## src/rtl/data_cache_if.sv

```systemverilog
// CPU request/response and data-memory bus bundle for data_cache.
// The slave modport is the cache side; the master modport is the CPU/memory side.
interface data_cache_if;
    logic        req_valid;
    logic        req_write;
    logic [31:0] req_addr;
    logic [31:0] req_wdata;
    logic        req_ready;
    logic        resp_valid;
    logic [31:0] resp_rdata;
    logic [31:0] mem_addr;
    logic [31:0] mem_din;
    logic        mem_read;
    logic        mem_write;
    logic [31:0] mem_dout;

    modport slave (
        input  req_valid, req_write, req_addr, req_wdata, mem_dout,
        output req_ready, resp_valid, resp_rdata, mem_addr, mem_din, mem_read, mem_write
    );

    modport master (
        output req_valid, req_write, req_addr, req_wdata, mem_dout,
        input  req_ready, resp_valid, resp_rdata, mem_addr, mem_din, mem_read, mem_write
    );
endinterface

```

## src/rtl/data_cache.sv

```systemverilog
// Direct-mapped, write-back/write-allocate data cache with 4-word blocks.
// Optional hit/miss statistics outputs are enabled by defining DCACHE_STATS_EN.
module data_cache #(
    parameter int MEM_LATENCY = 2,
    parameter int NUM_SETS    = 16
) (
    input  logic          clk,
    input  logic          reset,
    data_cache_if.slave   bus
`ifdef DCACHE_STATS_EN
    ,
    output logic [31:0]   hit_count,
    output logic [31:0]   miss_count
`endif
);
    localparam int         IDX_W    = $clog2(NUM_SETS);
    localparam int         TAG_W    = 28 - IDX_W;
    localparam logic [3:0] LAT_LAST = 4'(MEM_LATENCY - 1);

    typedef enum logic [1:0] {IDLE, COMPARE, WRITEBACK, ALLOCATE} state_t;

    state_t              state_q, state_d;
    logic [1:0]          beat_q, beat_d;
    logic [3:0]          lat_q, lat_d;
    logic                write_q, write_d;
    logic [29:0]         addr_q, addr_d;
    logic [31:0]         wdata_q, wdata_d;
    logic [NUM_SETS-1:0] valid_q, valid_d;
    logic [NUM_SETS-1:0] dirty_q, dirty_d;

    logic [TAG_W-1:0]    tag_q  [NUM_SETS];
    logic [31:0]         data_q [NUM_SETS][4];

`ifdef DCACHE_STATS_EN
    logic                first_q, first_d;
    logic [31:0]         hit_count_q, hit_count_d;
    logic [31:0]         miss_count_q, miss_count_d;

    assign hit_count  = hit_count_q;
    assign miss_count = miss_count_q;
`endif

    logic [1:0]          off;
    logic [IDX_W-1:0]    idx;
    logic [TAG_W-1:0]    req_tag;
    logic [TAG_W-1:0]    line_tag;
    logic                hit;
    logic                lat_last;

    logic                data_we;
    logic [1:0]          data_word;
    logic [31:0]         data_wval;
    logic                tag_we;

    logic                resp_valid;
    logic [31:0]         resp_rdata;
    logic                mem_read;
    logic                mem_write;
    logic [31:0]         mem_addr;
    logic [31:0]         mem_din;

    // addr_q holds the word address; the byte offset bits are dropped at accept
    assign off      = addr_q[1:0];
    assign idx      = addr_q[2 +: IDX_W];
    assign req_tag  = addr_q[29 -: TAG_W];
    assign line_tag = tag_q[idx];
    assign hit      = valid_q[idx] && (line_tag == req_tag);
    assign lat_last = (lat_q == LAT_LAST);

    assign bus.req_ready  = (state_q == IDLE);
    assign bus.resp_valid = resp_valid;
    assign bus.resp_rdata = resp_rdata;
    assign bus.mem_read   = mem_read;
    assign bus.mem_write  = mem_write;
    assign bus.mem_addr   = mem_addr;
    assign bus.mem_din    = mem_din;

    always_comb begin
        state_d    = state_q;
        beat_d     = beat_q;
        lat_d      = lat_q;
        write_d    = write_q;
        addr_d     = addr_q;
        wdata_d    = wdata_q;
        valid_d    = valid_q;
        dirty_d    = dirty_q;
        data_we    = 1'b0;
        data_word  = off;
        data_wval  = wdata_q;
        tag_we     = 1'b0;
        resp_valid = 1'b0;
        resp_rdata = '0;
        mem_read   = 1'b0;
        mem_write  = 1'b0;
        mem_addr   = '0;
        mem_din    = '0;
`ifdef DCACHE_STATS_EN
        first_d      = first_q;
        hit_count_d  = hit_count_q;
        miss_count_d = miss_count_q;
`endif
        case (state_q)
            IDLE: begin
                if (bus.req_valid) begin
                    write_d = bus.req_write;
                    addr_d  = bus.req_addr[31:2];
                    wdata_d = bus.req_wdata;
                    state_d = COMPARE;
`ifdef DCACHE_STATS_EN
                    first_d = 1'b1;
`endif
                end
            end
            COMPARE: begin
`ifdef DCACHE_STATS_EN
                // The post-refill lookup always hits and must not be counted
                if (first_q) begin
                    if (hit) hit_count_d  = hit_count_q + 32'd1;
                    else     miss_count_d = miss_count_q + 32'd1;
                end
                first_d = 1'b0;
`endif
                if (hit) begin
                    resp_valid = 1'b1;
                    state_d    = IDLE;
                    if (write_q) begin
                        data_we      = 1'b1;
                        dirty_d[idx] = 1'b1;
                    end else begin
                        resp_rdata = data_q[idx][off];
                    end
                end else if (dirty_q[idx]) begin
                    state_d = WRITEBACK;
                end else begin
                    state_d = ALLOCATE;
                end
            end
            WRITEBACK: begin
                mem_write = 1'b1;
                mem_addr  = {line_tag, idx, beat_q, 2'b00};
                mem_din   = data_q[idx][beat_q];
                if (lat_last && beat_q == 2'd3) begin
                    dirty_d[idx] = 1'b0;
                    state_d      = ALLOCATE;
                end
            end
            ALLOCATE: begin
                mem_read = 1'b1;
                mem_addr = {req_tag, idx, beat_q, 2'b00};
                // Memory data is taken on the last cycle of each word window
                if (lat_last) begin
                    data_we   = 1'b1;
                    data_word = beat_q;
                    data_wval = bus.mem_dout;
                    if (beat_q == 2'd3) begin
                        valid_d[idx] = 1'b1;
                        dirty_d[idx] = 1'b0;
                        tag_we       = 1'b1;
                        state_d      = COMPARE;
                    end
                end
            end
            default: state_d = IDLE;
        endcase

        if (state_q == WRITEBACK || state_q == ALLOCATE) begin
            if (lat_last) begin
                lat_d  = '0;
                beat_d = beat_q + 2'd1;
            end else begin
                lat_d = lat_q + 4'd1;
            end
        end
    end

    always_ff @(posedge clk) begin
        write_q <= write_d;
        addr_q  <= addr_d;
        wdata_q <= wdata_d;
        if (reset) begin
            state_q <= IDLE;
            beat_q  <= '0;
            lat_q   <= '0;
            valid_q <= '0;
            dirty_q <= '0;
`ifdef DCACHE_STATS_EN
            first_q      <= 1'b0;
            hit_count_q  <= '0;
            miss_count_q <= '0;
`endif
        end else begin
            state_q <= state_d;
            beat_q  <= beat_d;
            lat_q   <= lat_d;
            valid_q <= valid_d;
            dirty_q <= dirty_d;
`ifdef DCACHE_STATS_EN
            first_q      <= first_d;
            hit_count_q  <= hit_count_d;
            miss_count_q <= miss_count_d;
`endif
        end
    end

    // Tag and data arrays carry no reset; a cleared valid bit masks them
    always_ff @(posedge clk) begin
        if (data_we) data_q[idx][data_word] <= data_wval;
        if (tag_we)  tag_q[idx] <= req_tag;
    end
endmodule

```

## src/flat_wrapper.sv

```systemverilog
// flat-port wrapper written by rule: the top's interface ports become plain ports
module data_cache_flat 
#(
    parameter int MEM_LATENCY = 2,
    parameter int NUM_SETS    = 16
)
  (clk, reset, bus_req_valid, bus_req_write, bus_req_addr, bus_req_wdata, bus_mem_dout, bus_req_ready, bus_resp_valid, bus_resp_rdata, bus_mem_addr, bus_mem_din, bus_mem_read, bus_mem_write);
  data_cache_if bus_i ();
  input  logic clk;
  input  logic reset;
  input wire logic [$bits(bus_i.req_valid)-1:0] bus_req_valid;
  input wire logic [$bits(bus_i.req_write)-1:0] bus_req_write;
  input wire logic [$bits(bus_i.req_addr)-1:0] bus_req_addr;
  input wire logic [$bits(bus_i.req_wdata)-1:0] bus_req_wdata;
  input wire logic [$bits(bus_i.mem_dout)-1:0] bus_mem_dout;
  output wire logic [$bits(bus_i.req_ready)-1:0] bus_req_ready;
  output wire logic [$bits(bus_i.resp_valid)-1:0] bus_resp_valid;
  output wire logic [$bits(bus_i.resp_rdata)-1:0] bus_resp_rdata;
  output wire logic [$bits(bus_i.mem_addr)-1:0] bus_mem_addr;
  output wire logic [$bits(bus_i.mem_din)-1:0] bus_mem_din;
  output wire logic [$bits(bus_i.mem_read)-1:0] bus_mem_read;
  output wire logic [$bits(bus_i.mem_write)-1:0] bus_mem_write;
  assign bus_i.req_valid = bus_req_valid;
  assign bus_i.req_write = bus_req_write;
  assign bus_i.req_addr = bus_req_addr;
  assign bus_i.req_wdata = bus_req_wdata;
  assign bus_i.mem_dout = bus_mem_dout;
  assign bus_req_ready = bus_i.req_ready;
  assign bus_resp_valid = bus_i.resp_valid;
  assign bus_resp_rdata = bus_i.resp_rdata;
  assign bus_mem_addr = bus_i.mem_addr;
  assign bus_mem_din = bus_i.mem_din;
  assign bus_mem_read = bus_i.mem_read;
  assign bus_mem_write = bus_i.mem_write;
  data_cache #(.MEM_LATENCY(MEM_LATENCY), .NUM_SETS(NUM_SETS)) u_core (.clk(clk), .reset(reset), .bus(bus_i));
endmodule
```

## config.mk

```make
export PLATFORM = sky130hd
export DESIGN_NAME = data_cache_flat
export DESIGN_NICKNAME = d
export VERILOG_FILES = /design/src/rtl/data_cache_if.sv /design/src/rtl/data_cache.sv /design/src/flat_wrapper.sv
export SDC_FILE = /design/constraint.sdc
export NUM_CORES = 2
export LEC_CHECK = 0
export CORE_MARGIN = 4
export CORE_UTILIZATION = 30
export DETAILED_ROUTE_END_ITERATION = 10
export PLACE_DENSITY_LB_ADDON = 0.15
export SLEW_MARGIN = 20
export SYNTH_ARGS = -nofsm -noshare
export SYNTH_HDL_FRONTEND = slang
export SYNTH_SLANG_ARGS = --single-unit
```

## constraint.sdc

```tcl
create_clock -name clk -period 15.2 [get_ports clk]
set_clock_uncertainty 0.05 [all_clocks]
set_input_delay 1.52 -clock clk [delete_from_list [all_inputs] [get_ports clk]]
set_output_delay 1.52 -clock clk [all_outputs]
set_load 0.05 [all_outputs]
```

* Yosys cells after proc, flatten, opt, wreduce, memory -nomap -nowiden
Memories as Yosys holds them, arrays and structs flattened. A register that Yosys moved wholly into a read port is not among the register bits. Cells that the tools add are included.
Storage, ports and cells: logic and storage cells 103, output and inout bits 100, memories kept 2, RAM bits 2432, flip-flop bits (word level) 103, bits of input ports 100
Memories:
- u_core.data_q | words 16, width 128, read ports 1, clocked after Yosys merged registers in 1, write ports 1, line data_cache.sv:32 | logic [31:0] data_q [NUM_SETS][4];
- u_core.tag_q | words 16, width 24, read ports 1, clocked after Yosys merged registers in 1, write ports 1, line data_cache.sv:31 | logic [TAG_W-1:0] tag_q [NUM_SETS];
Operators by class: multiplexer cells 54, bitwise logic cells 7, $add $sub $neg 2, reduce and logical (&&, ||, !) cells 12, equality and inequality tests 12, magnitude comparators 6
Operators by type and width (count):
- two-way mux 32 bit | 11
- binary-select mux 32 bit (select 2 bit) | 2
- two-way mux 128 bit | 1
- two-way mux 16 bit | 5
- demux 32 bit (select 2 bit) | 1
- case mux 32 bit (2 select lines) | 1
- case mux 16 bit (3 select lines) | 1
- bitwise OR 16 bit | 2
- equality test 24 bit | 1
- two-way mux 1 bit | 17
- bitwise AND 16 bit | 1
- inverter 16 bit | 1
- two-way mux 2 bit | 7
- two-way mux 4 bit | 3
- != test 2 x 1 -> 1 bit, second input constant | 5
- greater-or-equal comparator 3 bit, second input constant | 3
- inverter 2 -> 3 bit | 3
- binary-select mux 1 bit (select 4 bit) | 2
- case mux 2 bit (4 select lines) | 1
- equality test 2 bit, second input constant | 3
- AND reduction 6 bit | 1
- < comparator 4 x 5 -> 1 bit, second input constant | 1
- adder 4 x 1 -> 4 bit, second input constant | 1
- demux 1 bit (select 4 bit) | 1
- 14 further kinds | 18

* Longest topological paths before layout
depth in word-level cells 9, depth in mapped cells 17, mapped depth without buffers 9

* Worst setup path after synthesis
OpenSTA, ideal clock, no wires.
path kind register -> output, start point register (tool-made name), end point output port bus_resp_rdata[13], stages on the path, launching flop included 12, arrival time 4.066 ns, slack 9.564 ns, required time 13.630 ns, path buffers 2, cells stage by stage dfxtp_1 > buf_6 > buf_12 > mux4_2 > mux4_2 > nor2b_1 > nor3_1 > nand4_1 > or3_4 > nor4_4 > nand2_1 > a211oi_1
RTL lines:
- end, declared | line flat_wrapper.sv:18 | output wire logic [$bits(bus_i.resp_rdata)-1:0] bus_resp_rdata;

==> results.md <==
* Slowest cell on crit path: clkdlybuf4s50_1
* Grt met3 use at 2.12%
* CP top delay family: buffers and inverters
* Total GRT Usage at 17.9%
* Unrepaired setup endpoints after global routing: no
* CP dominant cell by count: buf_4
* Final Routed Wirelength at 311,000 um
* Data arrival, critical path at 8.52 ns
* Initial antenna violation count at 18
* DRT Pass-1 Iters at 5
* Cell total after placement at 8,934
* Top cell type's share of synthesized area at 75.2%
* Int Power at 13,300 uW
* # setup viols final at 0
* Core area at 331,000 sq um
* Clock power frac at 37.6%
* Via/cell ratio at 5.18
* CTS Buf Count at 292
* Row cnt at 211
* CTS tree: done
* IR Drop Worst-Case VDD at 0.0000901 V
* DP Wirelength at 171,000 um
* Fin. max-slew vios at 0
* Worst path bufs/invs at 4
* Worst Hold End: u_core.valid_q[10]$_SDFFE_PP0P_
* RePlAce Congestion at 0.766
* Synthesis-to-finish area growth at 17.7%
* Reg power frac at 44.5%
* Post-synthesis cell type count at 70
* Die area at 341,000 sq um
* Clock Pin Slew Worst Setup and Hold Paths at 0.06 ns
* Pwr Density at 156 nW/um^2
* Relative slew slack at 26.2%
* Setup TNS at 0 ns
* Root Driver: clkbuf_16
* Residual DRC count at 0
* WHS at 0.414 ns
* MaxCap Viol Count at 0
* Avg WL per Cell at 32.9 um
* Most crowded layer after global routing: met2
* Setup Crit Path Kind: reg2out
* Fill cell count at 30,600
* Post-synth ARST share at 0%
* Period minus WS final at 10.09 ns
* Pin count of the biggest net entering global routing at 127
* Worst Hold Class: reg2reg
* Congestion Overflow GR at 0
* Layout cells sized above 1 at 29.6%
* Yosys top cell by area: edfxtp_1
* Sequential area share after synthesis at 76.1%
* Synth Flop Type: edfxtp_1
* Setup crit start kind: flop
* DIE HEIGHT at 584 um
* Max Fclk at 0.0991 GHz
* Die X-Extent at 584 um
* IO Port Bufs at 195
* Met2 usage at 29.1%
* Initial core utilization at 30.1%
* Non-filler instance count after layout at 9,460
* Mapped Cells at 4,464
* Worst slack, placed at 5.70 ns
* Post-synth EDFFs at 2,495
* Boundary Pins at 200
* CP required at 13.63 ns
* Mapped Avg Cell Area at 22.3 sq um
* Leak Pwr at 0.0361 uW
* First-pass GRT wire length at 428,000 um
* Final setup margin at 5.11 ns
* Max clock buf depth at 4
* Hold Crit Depth at 1
* Number of global-route vias before repair at 50,800
* Detail Route Antenna Nets at 0
* R2R Path End: u_core.data_q[8][45]$_DFFE_PP_
* Via count at 49,000
* Worst r2r path cells at 13
* #FFs+latches synth at 2,539
* Comb pwr share at 18.0%
* Final hold vios at 0
* Tcrit/Tclk final at 66.4%
* Setup crit end kind: output port
* Top cells by area, synth: edfxtp_1 (75%), mux4_2 (18%), nand2_1 (0.90%), dfxtp_1 (0.88%), mux2i_1 (0.64%)
* CTS Sinks at 2,539
* Slew @ Worst Pin at 1.11 ns
* HP Start: u_core.valid_q[10]$_SDFFE_PP0P_
* CTS H-tree lvls at 5
* Nets@finish at 4,969
* Cell Area, Synth at 99,600 sq um
* CTS-repair resized insts at 0
* Grt met1 use at 25.7%
* Clock Latency Late Sink at 0.90 ns
* Net Sw Frac at 26.9%
* Crit-path max FO at 53
* Cts hold-fix bufs at 0
* P_sw at 4900 uW
* Yosys warning count at 0
* CP peak stage delay at 0.93 ns
* Post-CTS setup buffer count at 0
* Status: completed
* R2R setup slack at 7.59 ns
* Cell Chain, Critical Path: buf_4 -> buf_4 -> mux4_2 -> mux4_2 -> nor2b_1 -> nor3_1 -> nand4_1 -> or3_4 -> nor4_4 -> buf_4 -> nand2_1 -> a211oi_1 -> clkdlybuf4s50_1
* Initial DRC count at 4,694
==> per-layer routing <==
layer | up-vias | part of all wire, %
met1 | 27400 | 45
met4 | 0 | 2.5
met5 | - | 0
li1 | 19700 | -
met2 | 1452 | 48
met3 | 388 | 4.6
==> metrics by stage <==
stage	util (%)	area, sq um	power (uW)
after detailed placement	32.7	108000	11600
final	35.5	117000	18200
after floorplan	-	99600	10400
after global placement	32.6	108000	11600
after CTS	35.4	117000	18500
after global routing	35.5	117000	18900
==> cell usage after synthesis (36+ instances only) <==
cell      count
clkbuf_1    112
nand2_1     240
a21oi_1      42
and3_1       42
mux2i_1      64
edfxtp_1   2495
buf_2        56
mux4_2      775
a211oi_1     36
nor2_1      132
dfxtp_1      44
buf_1        64
==> cell families after synthesis <==
kind of cell	after synthesis	share of synthesized area, %
and+or+nand+nor	565	2.64
AOI/OAI and AO/OA	213	1.54
other	1	0.00376
muxes	847	18.3
DFF	2539	76.1
adders and majority gates	5	0.0628
xor gates and xnor gates	17	0.149
buffers and inverters	277	1.27
==> power by group through the flow <==
stage | Sequential [uW] | Clock (uW) | Combinational [uW]
6_report | 8110 | 6850 | 3280
5_1_grt | 8110 | 7330 | 3500
4_1_cts | 8110 | 7040 | 3370
3_5_place_dp | 8260 | 0 | 3370
3_3_place_gp | 8250 | 0 | 3350
2_1_floorplan | 8170 | 0 | 2190
==> flip-flops by register name, indices dropped and copies added, names as in the netlist, named ones only <==
register	flops
u_core.data_q	2048
u_core.tag_q	384
u_core.wdata_q	32
u_core.addr_q	30
u_core.valid_q	16
u_core.lat_q	4
u_core.beat_q	2
u_core.state_q	2
u_core.write_q	1
==> worst max-delay path by stage <==
stage | start | to | depth (start not counted)
final | flop | bus_resp_rdata[14] | 13
after global routing | flop | bus_resp_rdata[20] | 13
after CTS | flop | bus_resp_rdata[20] | 13
after detailed placement | flop | bus_resp_rdata[22] | 13
after global placement | flop | bus_resp_rdata[20] | 13
after floorplan | flop | bus_resp_rdata[13] | 11
==> layout make-up <==
cell class / instances / area (sq um) / share of cell area [%]
diodes: 5 / 12.5 / 0.0107
clock buffers: 365 / 7790 / 6.65
clock inverters: 154 / 1400 / 1.20
inverters: 17 / 72.6 / 0.0619
multi-input cells: 1649 / 23300 / 19.9
flip-flops and latches: 2539 / 75800 / 64.7
well taps: 4366 / 5460 / 4.66
repair buffers: 365 / 3330 / 2.84
==> placed cells by master, fill, tap and decap left out, types with 52 or more instances in the layout <==
cell / instances
edfxtp_1: 2495
mux4_2: 775
clkbuf_16: 301
nand2_1: 207
clkdlybuf4s50_1: 195
buf_4: 163
nor2_4: 80
mux2i_1: 64
clkbuf_1: 62
clkinv_1: 58
clkinv_2: 57
nor2_1: 52
No activity file was read; power rests on OpenSTA's default activity.
